[config.mk]
export PLATFORM = sky130hd
export DESIGN_NAME = pc_fetch_flat
export DESIGN_NICKNAME = d
export VERILOG_FILES = /design/src/rtl/pc_fetch_if.sv /design/src/rtl/pc_fetch.sv /design/src/flat_wrapper.sv
export SDC_FILE = /design/constraint.sdc
export NUM_CORES = 1
export LEC_CHECK = 0
export CAP_MARGIN = 20
export CORE_ASPECT_RATIO = 1.75
export CORE_MARGIN = 1.5
export CORE_UTILIZATION = 35
export DETAILED_ROUTE_END_ITERATION = 6
export DONT_BUFFER_PORTS = 1
export SLEW_MARGIN = 10
export SYNTH_ARGS = -nofsm -noshare
export SYNTH_HDL_FRONTEND = slang
export SYNTH_SLANG_ARGS = --single-unit
[constraint.sdc]
create_clock -name clk -period 2.59 [get_ports clk]
set_input_delay 0.6475 -clock clk [delete_from_list [all_inputs] [get_ports clk]]
set_output_delay 0.6475 -clock clk [all_outputs]
set_load 0.02 [all_outputs]
[src/rtl/pc_fetch_if.sv]
// Instruction-bus bundle between the fetch unit and the instruction memory port.
interface pc_fetch_if;
  logic        ibus_req;
  logic [31:0] ibus_addr;
  logic        ibus_ack;
  logic [31:0] ibus_rdata;

  // Fetch unit side: issues address/request, receives data/ack.
  modport master (
    output ibus_req,
    output ibus_addr,
    input  ibus_ack,
    input  ibus_rdata
  );

  // Memory side.
  modport slave (
    input  ibus_req,
    input  ibus_addr,
    output ibus_ack,
    output ibus_rdata
  );
endinterface

[src/rtl/pc_fetch.sv]
// Instruction fetch stage: sequential PC generation, prioritised redirects,
// one-entry skid buffer for stalls, and request discard after a redirect.
module pc_fetch #(
  parameter logic [31:0] RESET_PC = 32'h0000_0000
) (
  input  logic        clk,
  input  logic        rst,
  input  logic [5:0]  stall,
  input  logic        flush,
  input  logic [31:0] new_pc,
  input  logic        branch_flag_ex,
  input  logic [31:0] branch_tar_addr_ex,
  input  logic        branch_flag_pred,
  input  logic [31:0] branch_tar_addr_pred,
  pc_fetch_if.master  ibus,
  output logic [31:0] if_pc,
  output logic [31:0] if_inst,
  output logic        if_valid,
  output logic [15:0] redirect_cnt
);

  localparam logic        STOP      = 1'b1;
  localparam logic [31:0] ZERO_WORD = 32'h0000_0000;

  typedef enum logic [1:0] {
    IDLE    = 2'd0,
    REQ     = 2'd1,
    DISCARD = 2'd2,
    HOLD    = 2'd3
  } state_t;

  state_t      state_reg, state_next;
  logic [31:0] pc_reg, pc_next;
  logic [31:0] ibus_addr_reg, ibus_addr_next;
  logic [31:0] skid_pc_reg, skid_pc_next;
  logic [31:0] skid_inst_reg, skid_inst_next;
  logic [31:0] if_pc_reg, if_pc_next;
  logic [31:0] if_inst_reg, if_inst_next;
  logic        if_valid_reg, if_valid_next;
  logic [15:0] redirect_cnt_reg, redirect_cnt_next;

  logic        out_stop;
  logic        pred_redir;
  logic        redirect;
  logic [31:0] redir_target;
  logic        delivered;

  // Only the IF/ID stall bit matters to this stage.
  logic unused_stall;
  assign unused_stall = ^{stall[5:2], stall[0]};

  assign out_stop     = (stall[1] == STOP);
  assign pred_redir   = branch_flag_pred & if_valid_reg & ~out_stop;
  assign redirect     = flush | branch_flag_ex | pred_redir;
  assign redir_target = flush          ? new_pc :
                        branch_flag_ex ? branch_tar_addr_ex :
                                         branch_tar_addr_pred;

  assign ibus.ibus_req  = (state_reg == REQ) || (state_reg == DISCARD);
  assign ibus.ibus_addr = ibus_addr_reg;
  assign if_pc          = if_pc_reg;
  assign if_inst        = if_inst_reg;
  assign if_valid       = if_valid_reg;
  assign redirect_cnt   = redirect_cnt_reg;

  // State and datapath registers with synchronous reset.
  always_ff @(posedge clk) begin
    if (rst) begin
      state_reg        <= IDLE;
      pc_reg           <= RESET_PC;
      ibus_addr_reg    <= RESET_PC;
      skid_pc_reg      <= ZERO_WORD;
      skid_inst_reg    <= ZERO_WORD;
      if_pc_reg        <= ZERO_WORD;
      if_inst_reg      <= ZERO_WORD;
      if_valid_reg     <= 1'b0;
      redirect_cnt_reg <= 16'h0000;
    end else begin
      state_reg        <= state_next;
      pc_reg           <= pc_next;
      ibus_addr_reg    <= ibus_addr_next;
      skid_pc_reg      <= skid_pc_next;
      skid_inst_reg    <= skid_inst_next;
      if_pc_reg        <= if_pc_next;
      if_inst_reg      <= if_inst_next;
      if_valid_reg     <= if_valid_next;
      redirect_cnt_reg <= redirect_cnt_next;
    end
  end

  // Next-state, fetch address, skid and presented-instruction logic.
  always_comb begin
    state_next        = state_reg;
    pc_next           = pc_reg;
    ibus_addr_next    = ibus_addr_reg;
    skid_pc_next      = skid_pc_reg;
    skid_inst_next    = skid_inst_reg;
    if_pc_next        = if_pc_reg;
    if_inst_next      = if_inst_reg;
    if_valid_next     = if_valid_reg;
    redirect_cnt_next = redirect_cnt_reg;
    delivered         = 1'b0;

    case (state_reg)
      IDLE: begin
        // A stray ack here belongs to a request abandoned by reset.
        state_next     = REQ;
        ibus_addr_next = redirect ? redir_target : pc_reg;
      end
      REQ: begin
        if (redirect) begin
          if (ibus.ibus_ack) begin
            ibus_addr_next = redir_target;
          end else begin
            // Address must stay stable until the outstanding ack arrives.
            state_next = DISCARD;
          end
        end else if (ibus.ibus_ack) begin
          pc_next        = pc_reg + 32'd4;
          ibus_addr_next = pc_reg + 32'd4;
          if (!out_stop) begin
            if_pc_next    = ibus_addr_reg;
            if_inst_next  = ibus.ibus_rdata;
            if_valid_next = 1'b1;
            delivered     = 1'b1;
          end else begin
            skid_pc_next   = ibus_addr_reg;
            skid_inst_next = ibus.ibus_rdata;
            state_next     = HOLD;
          end
        end
      end
      DISCARD: begin
        if (ibus.ibus_ack) begin
          state_next     = REQ;
          ibus_addr_next = redirect ? redir_target : pc_reg;
        end
      end
      HOLD: begin
        if (redirect) begin
          state_next     = REQ;
          ibus_addr_next = redir_target;
        end else if (!out_stop) begin
          if_pc_next     = skid_pc_reg;
          if_inst_next   = skid_inst_reg;
          if_valid_next  = 1'b1;
          delivered      = 1'b1;
          state_next     = REQ;
          ibus_addr_next = pc_reg;
        end
      end
      default: begin
        state_next = IDLE;
      end
    endcase

    if (redirect) begin
      pc_next        = redir_target;
      if_valid_next  = 1'b0;
      if_inst_next   = ZERO_WORD;
      skid_pc_next   = ZERO_WORD;
      skid_inst_next = ZERO_WORD;
      if (redirect_cnt_reg != 16'hFFFF) begin
        redirect_cnt_next = redirect_cnt_reg + 16'd1;
      end
    end else if (!out_stop && !delivered) begin
      // Downstream advanced but nothing new arrived: present a bubble.
      if_valid_next = 1'b0;
      if_inst_next  = ZERO_WORD;
    end
  end

endmodule
[src/flat_wrapper.sv]
// flat-port wrapper written by rule: the top's interface ports become plain ports
module pc_fetch_flat 
#(
  parameter logic [31:0] RESET_PC = 32'h0000_0000
)
  (clk, rst, stall, flush, new_pc, branch_flag_ex, branch_tar_addr_ex, branch_flag_pred, branch_tar_addr_pred, if_pc, if_inst, if_valid, redirect_cnt, ibus_ibus_req, ibus_ibus_addr, ibus_ibus_ack, ibus_ibus_rdata);
  pc_fetch_if ibus_i ();
  input  logic clk;
  input  logic rst;
  input  logic [5:0] stall;
  input  logic flush;
  input  logic [31:0] new_pc;
  input  logic branch_flag_ex;
  input  logic [31:0] branch_tar_addr_ex;
  input  logic branch_flag_pred;
  input  logic [31:0] branch_tar_addr_pred;
  output logic [31:0] if_pc;
  output logic [31:0] if_inst;
  output logic if_valid;
  output logic [15:0] redirect_cnt;
  output wire logic [$bits(ibus_i.ibus_req)-1:0] ibus_ibus_req;
  output wire logic [$bits(ibus_i.ibus_addr)-1:0] ibus_ibus_addr;
  input wire logic [$bits(ibus_i.ibus_ack)-1:0] ibus_ibus_ack;
  input wire logic [$bits(ibus_i.ibus_rdata)-1:0] ibus_ibus_rdata;
  assign ibus_ibus_req = ibus_i.ibus_req;
  assign ibus_ibus_addr = ibus_i.ibus_addr;
  assign ibus_i.ibus_ack = ibus_ibus_ack;
  assign ibus_i.ibus_rdata = ibus_ibus_rdata;
  pc_fetch #(.RESET_PC(RESET_PC)) u_core (.clk(clk), .rst(rst), .stall(stall), .flush(flush), .new_pc(new_pc), .branch_flag_ex(branch_flag_ex), .branch_tar_addr_ex(branch_tar_addr_ex), .branch_flag_pred(branch_flag_pred), .branch_tar_addr_pred(branch_tar_addr_pred), .ibus(ibus_i), .if_pc(if_pc), .if_inst(if_inst), .if_valid(if_valid), .redirect_cnt(redirect_cnt));
endmodule
# Word-level counts from Yosys, hierarchy flattened
# Index checks and enable logic that the tools add are counted.
[totals]
romBits = 0
latch_bits = 0
mem_count = 0
mem_bits_rw = 0
register_bits = 211
wordCells = 86
in_bits = 140
[op_classes]
shifts = 0
eq_ne = 14
n_lt_le_gt_ge = 0
multipliers = 0
mux = 38
bitwise_logic = 5
div = 0
reduce_logical = 18
addsub = 2
[ops]
columns = ["op", "n"]
rows = [
  ["two-way mux 32 bit", 19],
  ["one-hot mux 32 bit (2 select lines)", 2],
  ["one-hot mux 32 bit (4 select lines)", 1],
  ["adder 32 x 3 -> 32 bit (second input constant)", 1],
  ["adder 16 x 1 -> 16 bit (second input constant)", 1],
  ["!= test 16 bit (second input constant)", 1],
  ["two-way mux 2 bit", 7],
  ["!= test 2 bit (second input constant)", 6],
  ["!= test 3 x 2 -> 1 bit (second input constant)", 3],
  ["one-hot mux 2 bit (4 select lines)", 1],
  ["two-way mux 1 bit", 6],
  ["AND reduction 2 bit", 3],
  ["AND reduction 3 bit", 2],
  ["AND reduction 6 bit", 1],
  ["nonzero test 2 bit", 3],
  ["AND reduction 5 bit", 1],
  ["equality test 2 bit (second input constant)", 2],
  ["one-hot mux 1 bit (2 select lines)", 2],
  ["AND reduction 4 bit", 1],
  ["!= test 3 bit (second input constant)", 1],
  ["OR reduction 3 bit", 1],
  ["AND 1 bit", 2],
  ["equality test 2 x 1 -> 1 bit (second input constant)", 1],
  ["logical NOT 1 bit", 2],
  ["6 further kinds", 7],
]

# Longest topological paths before layout
[depth]
word_depth = 8
depth_mapped = 10
depth_no_buf = 7

# Worst setup path before layout
# OpenSTA, ideal clock, no wires.
[synth_timing]
kind = "input port to flip-flop"
startpoint = "in branch_flag_ex"
endpoint = "reg u_core.if_pc_reg[13] (netlist: u_core.if_pc[13])"
required_time_ns = 2.504
path_slack_ns = 0.110
cell_stages = 8
path_buffers = 3
arrival_time_ns = 2.394
path_cell_list = "or2_2 clkbuf_1 nor2_1 and2_1 clkbuf_1 buf_1 nor2_1 a211oi_1"
[synth_between]
elab_chain_cells = 4
word_cells_on_any_way = 5
[synth_rtl]
columns = ["element", "line", "rtl"]
rows = [
  ["from (decl)", "flat_wrapper.sv:13", "input logic branch_flag_ex;"],
  ["OR 1 bit * (2 in series)", "pc_fetch.sv:54", "assign redirect = flush | branch_flag_ex | pred_redir;"],
  ["!= test 2 bit (no source line)", "--", ""],
  ["AND reduction 6 bit (no source line) *", "--", ""],
  ["to (signal assigned)", "pc_fetch.sv:84", "if_pc_reg <= if_pc_next;"],
  ["to (decl)", "pc_fetch.sv:37", "logic [31:0] if_pc_reg, if_pc_next;"],
]
# Every way passes the cells marked *; elsewhere a longest branch is shown, timed or not.
# A chain may end at the register's enable or synchronous reset.

# Worst setup path after layout
[layout_timing]
startpoint = "reg u_core.pc_reg[2]"
endpoint = "reg u_core.pc_reg[31]"
[layout_between]
elab_chain_cells = 4
[layout_rtl]
columns = ["element", "line", "rtl"]
rows = [
  ["from (decl)", "pc_fetch.sv:33", "logic [31:0] pc_reg, pc_next;"],
  ["from (signal assigned)", "pc_fetch.sv:80", "pc_reg <= pc_next;"],
  ["adder 32 x 3 -> 32 bit", "pc_fetch.sv:119", "pc_next = pc_reg + 32'd4;"],
  ["two-way mux 32 bit", "pc_fetch.sv:118", "end else if (ibus.ibus_ack) begin"],
  ["two-way mux 32 bit", "pc_fetch.sv:104", "case (state_reg)"],
  ["two-way mux 32 bit", "pc_fetch.sv:157", "if (redirect) begin"],
]
# Every way passes these cells. The select of a mux whose other input is x is not followed.

==> impl_metrics.yaml <==
final_layout:
  drive_gt1_frac: 0.0984
  fin_nets: 1329
  fill_cells: 2902
  area_delta_synth_final_pct: 12.4
  antennaDiodeCount: 0
  final_cells: 1577
  multi_input_area_sq_um: 5600
  seq_area_sq_um: 4220
clocking:
  cts.sinks: 211
  clkSlewWorstSetupHoldPaths_ps: 60
  cts_tree: "built"
  clock_latency_ps: 520
  cts_setup_buffers: 0
  cts_buffers: 22
  clock_path_buffers: 3
  cts_resized: 0
  holdBufCountCts: 0
  h-tree-depth: 1
  root_buffer: "clkbuf_16"
sta:
  hold_viol_final: 0
  holdWs_ps: 211
  slew_violations: 0
  tns_ps: 0
  skew_ps: 23.5
  tightest_slew_ps: 927
  setup_ws_ps: 221
  fin_crit_sh: 0.915
  relSlewSlack: 0.379
  rsz0062_at_grt: "no"
  fin_crit_ps: 2370
  finalSetupViolCount: 0
  fmax_mhz: 422
synthesis:
  synth_seq_cells: 211
  synthMuxAreaShare: 0.115
  synthArstFlopShare: 0
  syn-num-nets: 1373
  synth-edff-count: 0
  yosysSeqAreaShare: 0.413
  ys_top_cells_by_count: "dfxtp_1 (211), nand2_1 (178), nor2_1 (136)"
  yosysTopAreaCellShare: 0.413
  synth_top_family_by_area: "simple AND/OR/NAND/NOR gates"
  synth_warnings: 0
  syn_avg_cell_area_sq_um: 8.33
  synth.most_common_cell: "dfxtp_1"
  synth_cell_types: 58
  synthXorXnorAreaFrac: 0.0463
  yosys.area_share.adder: 0.00612
  syn_area_sq_um: 10200
  synth_top_area_cell: "dfxtp_1"
  synth_area_leaders: "dfxtp_1 (41%), mux2i_1 (7.9%), a211oi_1 (7.0%), nand2_1 (6.5%), nor2_1 (5.0%)"
  synth_ff_type: "dfxtp_1"
  synth-compound-area-share: 0.174
  synth-simple-area-share: 0.202
  syn_inst: 1228
critical_path:
  worstPathMaxFanout: 13
  crit_chain: "and4_1, nand3_1, or4_4, or3_1, a311oi_1"
  crit_arrival_ps: 2790
  cp_slowest_cell: "or4_4"
  r2r_cells: 5
  worstSetupEndpointType: "flip-flop"
  startpoint_type: "flip-flop"
  critical_path_class: "flip-flop to flip-flop"
  critPathMaxStageDelay_ps: 660
  cp.required_ps: 3010
floorplan:
  rows: 82
  ios: 254
  start_util: 0.356
  die_area_sq_um: 30300
  die_h_um: 229
  core_sq_um: 28700
  die_w_um: 132
placed_design:
  post-place-ws_ps: 214
  port_buffers: 0
  globalplace.congestion: 0.903
  post-dp-hpwl_mm: 20.1
  dp_cells: 1538
drt:
  drc: 0
  wirelength_mm: 28.7
  vias_per_cell: 5.36
  first_iter_violations: 453
  wire_per_inst_um: 18.2
  antenna_left: 0
  drt_pass1_iterations: 5
  vias: 8455
grt:
  grt_pass1_wl_mm: 44.5
  track_usage: 0.183
  grt_antenna_before_repair: 0
  gr-total-overflow: 0
  grt_pass1_vias: 7999
  grt_start_max_net_pins: 119
job:
  drv_cap: 0
power:
  ir_drop_mv: 0.408
  p_leak_nw: 3.58
  power_per_cell_area_nw_per_um2: 684
hold_path:
  hp-class: "input port to flip-flop"
  holdPathStages: 1
run_status:
  status: "completed"
## worst max-delay path, delay by kind of cell, from the launching register on
| kind | cells | cell delay, ps |
|---|---|---|
| simple gates | 4 | 1540 |
| compound gates | 1 | 260 |
| flops | 1 | 460 |
## cells by family (layout without fill, tap and decap cells)
logic type / count (synthesis) / count (layout)
DFF: 211 / 211
xor gates and xnor gates: 54 / 54
AOI/OAI and AO/OA: 274 / 274
adders and majority gates: 5 / 5
and+or+nand+nor: 457 / 457
muxes: 113 / 113
buffers and inverters: 114 / 85
## power breakdown
| part | switching, mW | leakage, nW | internal, mW |
|---|---|---|---|
| combinational | 0.434 | 1.48 | 0.329 |
| clock | 1.35 | 0.382 | 2.11 |
| sequential | 0.265 | 1.72 | 3.37 |
## cell type report
class / instances / area share
Sequential cell: 211 / 0.368
Clock inverter: 10 / 0.0142
Inverter: 10 / 0.00327
Multi-Input combinational cell: 903 / 0.487
Clock buffer: 29 / 0.0546
Timing Repair Buffer: 36 / 0.0322
Tap cell: 378 / 0.0411
## metal layers
layer / share of wire / up-vias / wire [um] / track usage
met5: 0 / - / 0 / 0
met4: 0.026 / 0 / 750 / 0.0632
met3: 0.055 / 44 / 1580 / 0.0308
met2: 0.51 / 276 / 14700 / 0.336
met1: 0.41 / 3853 / 11700 / 0.211
li1: - / 4282 / - / -
## worst paths after layout
check | start | end | slack, ps
worst max-delay path | u_core.pc_reg[2]$_SDFFE_PP0P_ | u_core.pc_reg[31]$_SDFFE_PP0P_ | 220
worst min-delay path | rst | u_core.if_pc[23]$_SDFFE_PP0P_ | 210
worst max register to register | u_core.pc_reg[2]$_SDFFE_PP0P_ | u_core.pc_reg[31]$_SDFFE_PP0P_ | 220
worst min register to register | u_core.skid_inst_reg[11]$_SDFFE_PP0P_ | u_core.skid_inst_reg[11]$_SDFFE_PP0P_ | 450
## cells in the final DEF (no fill, tap or decap), drive strengths merged, types with 4 or more instances in the layout
| master | count |
|---|---|
| mux2i | 81 |
| a221oi | 4 |
| and4 | 7 |
| buf | 36 |
| a311oi | 9 |
| a211oi | 96 |
| or4 | 4 |
| inv | 11 |
| nand4 | 23 |
| xor2 | 23 |
| ha | 5 |
| nand2 | 178 |
| and3 | 6 |
| nor3 | 21 |
| or3 | 11 |
| nor2b | 8 |
| a22oi | 4 |
| and2 | 4 |
| o21ai | 29 |
| nand3 | 28 |
| a211o | 7 |
| nor4 | 14 |
| xnor2 | 31 |
| mux2 | 32 |
| bufinv | 4 |
| dfxtp | 211 |
| o211ai | 7 |
| nor2 | 136 |
| a21oi | 94 |
| nand2b | 6 |
| clkbuf | 29 |
## metrics by stage
step                       util  power [mW]  instance area (sq um)
after floorplan               -        4.26                  10200
after global placement    0.373        4.47                  10700
after detailed placement  0.373        4.48                  10700
after CTS                 0.400        7.98                  11500
after global routing      0.400        8.20                  11500
final                     0.400        7.87                  11500
Power figures use the tool's default switching activity.
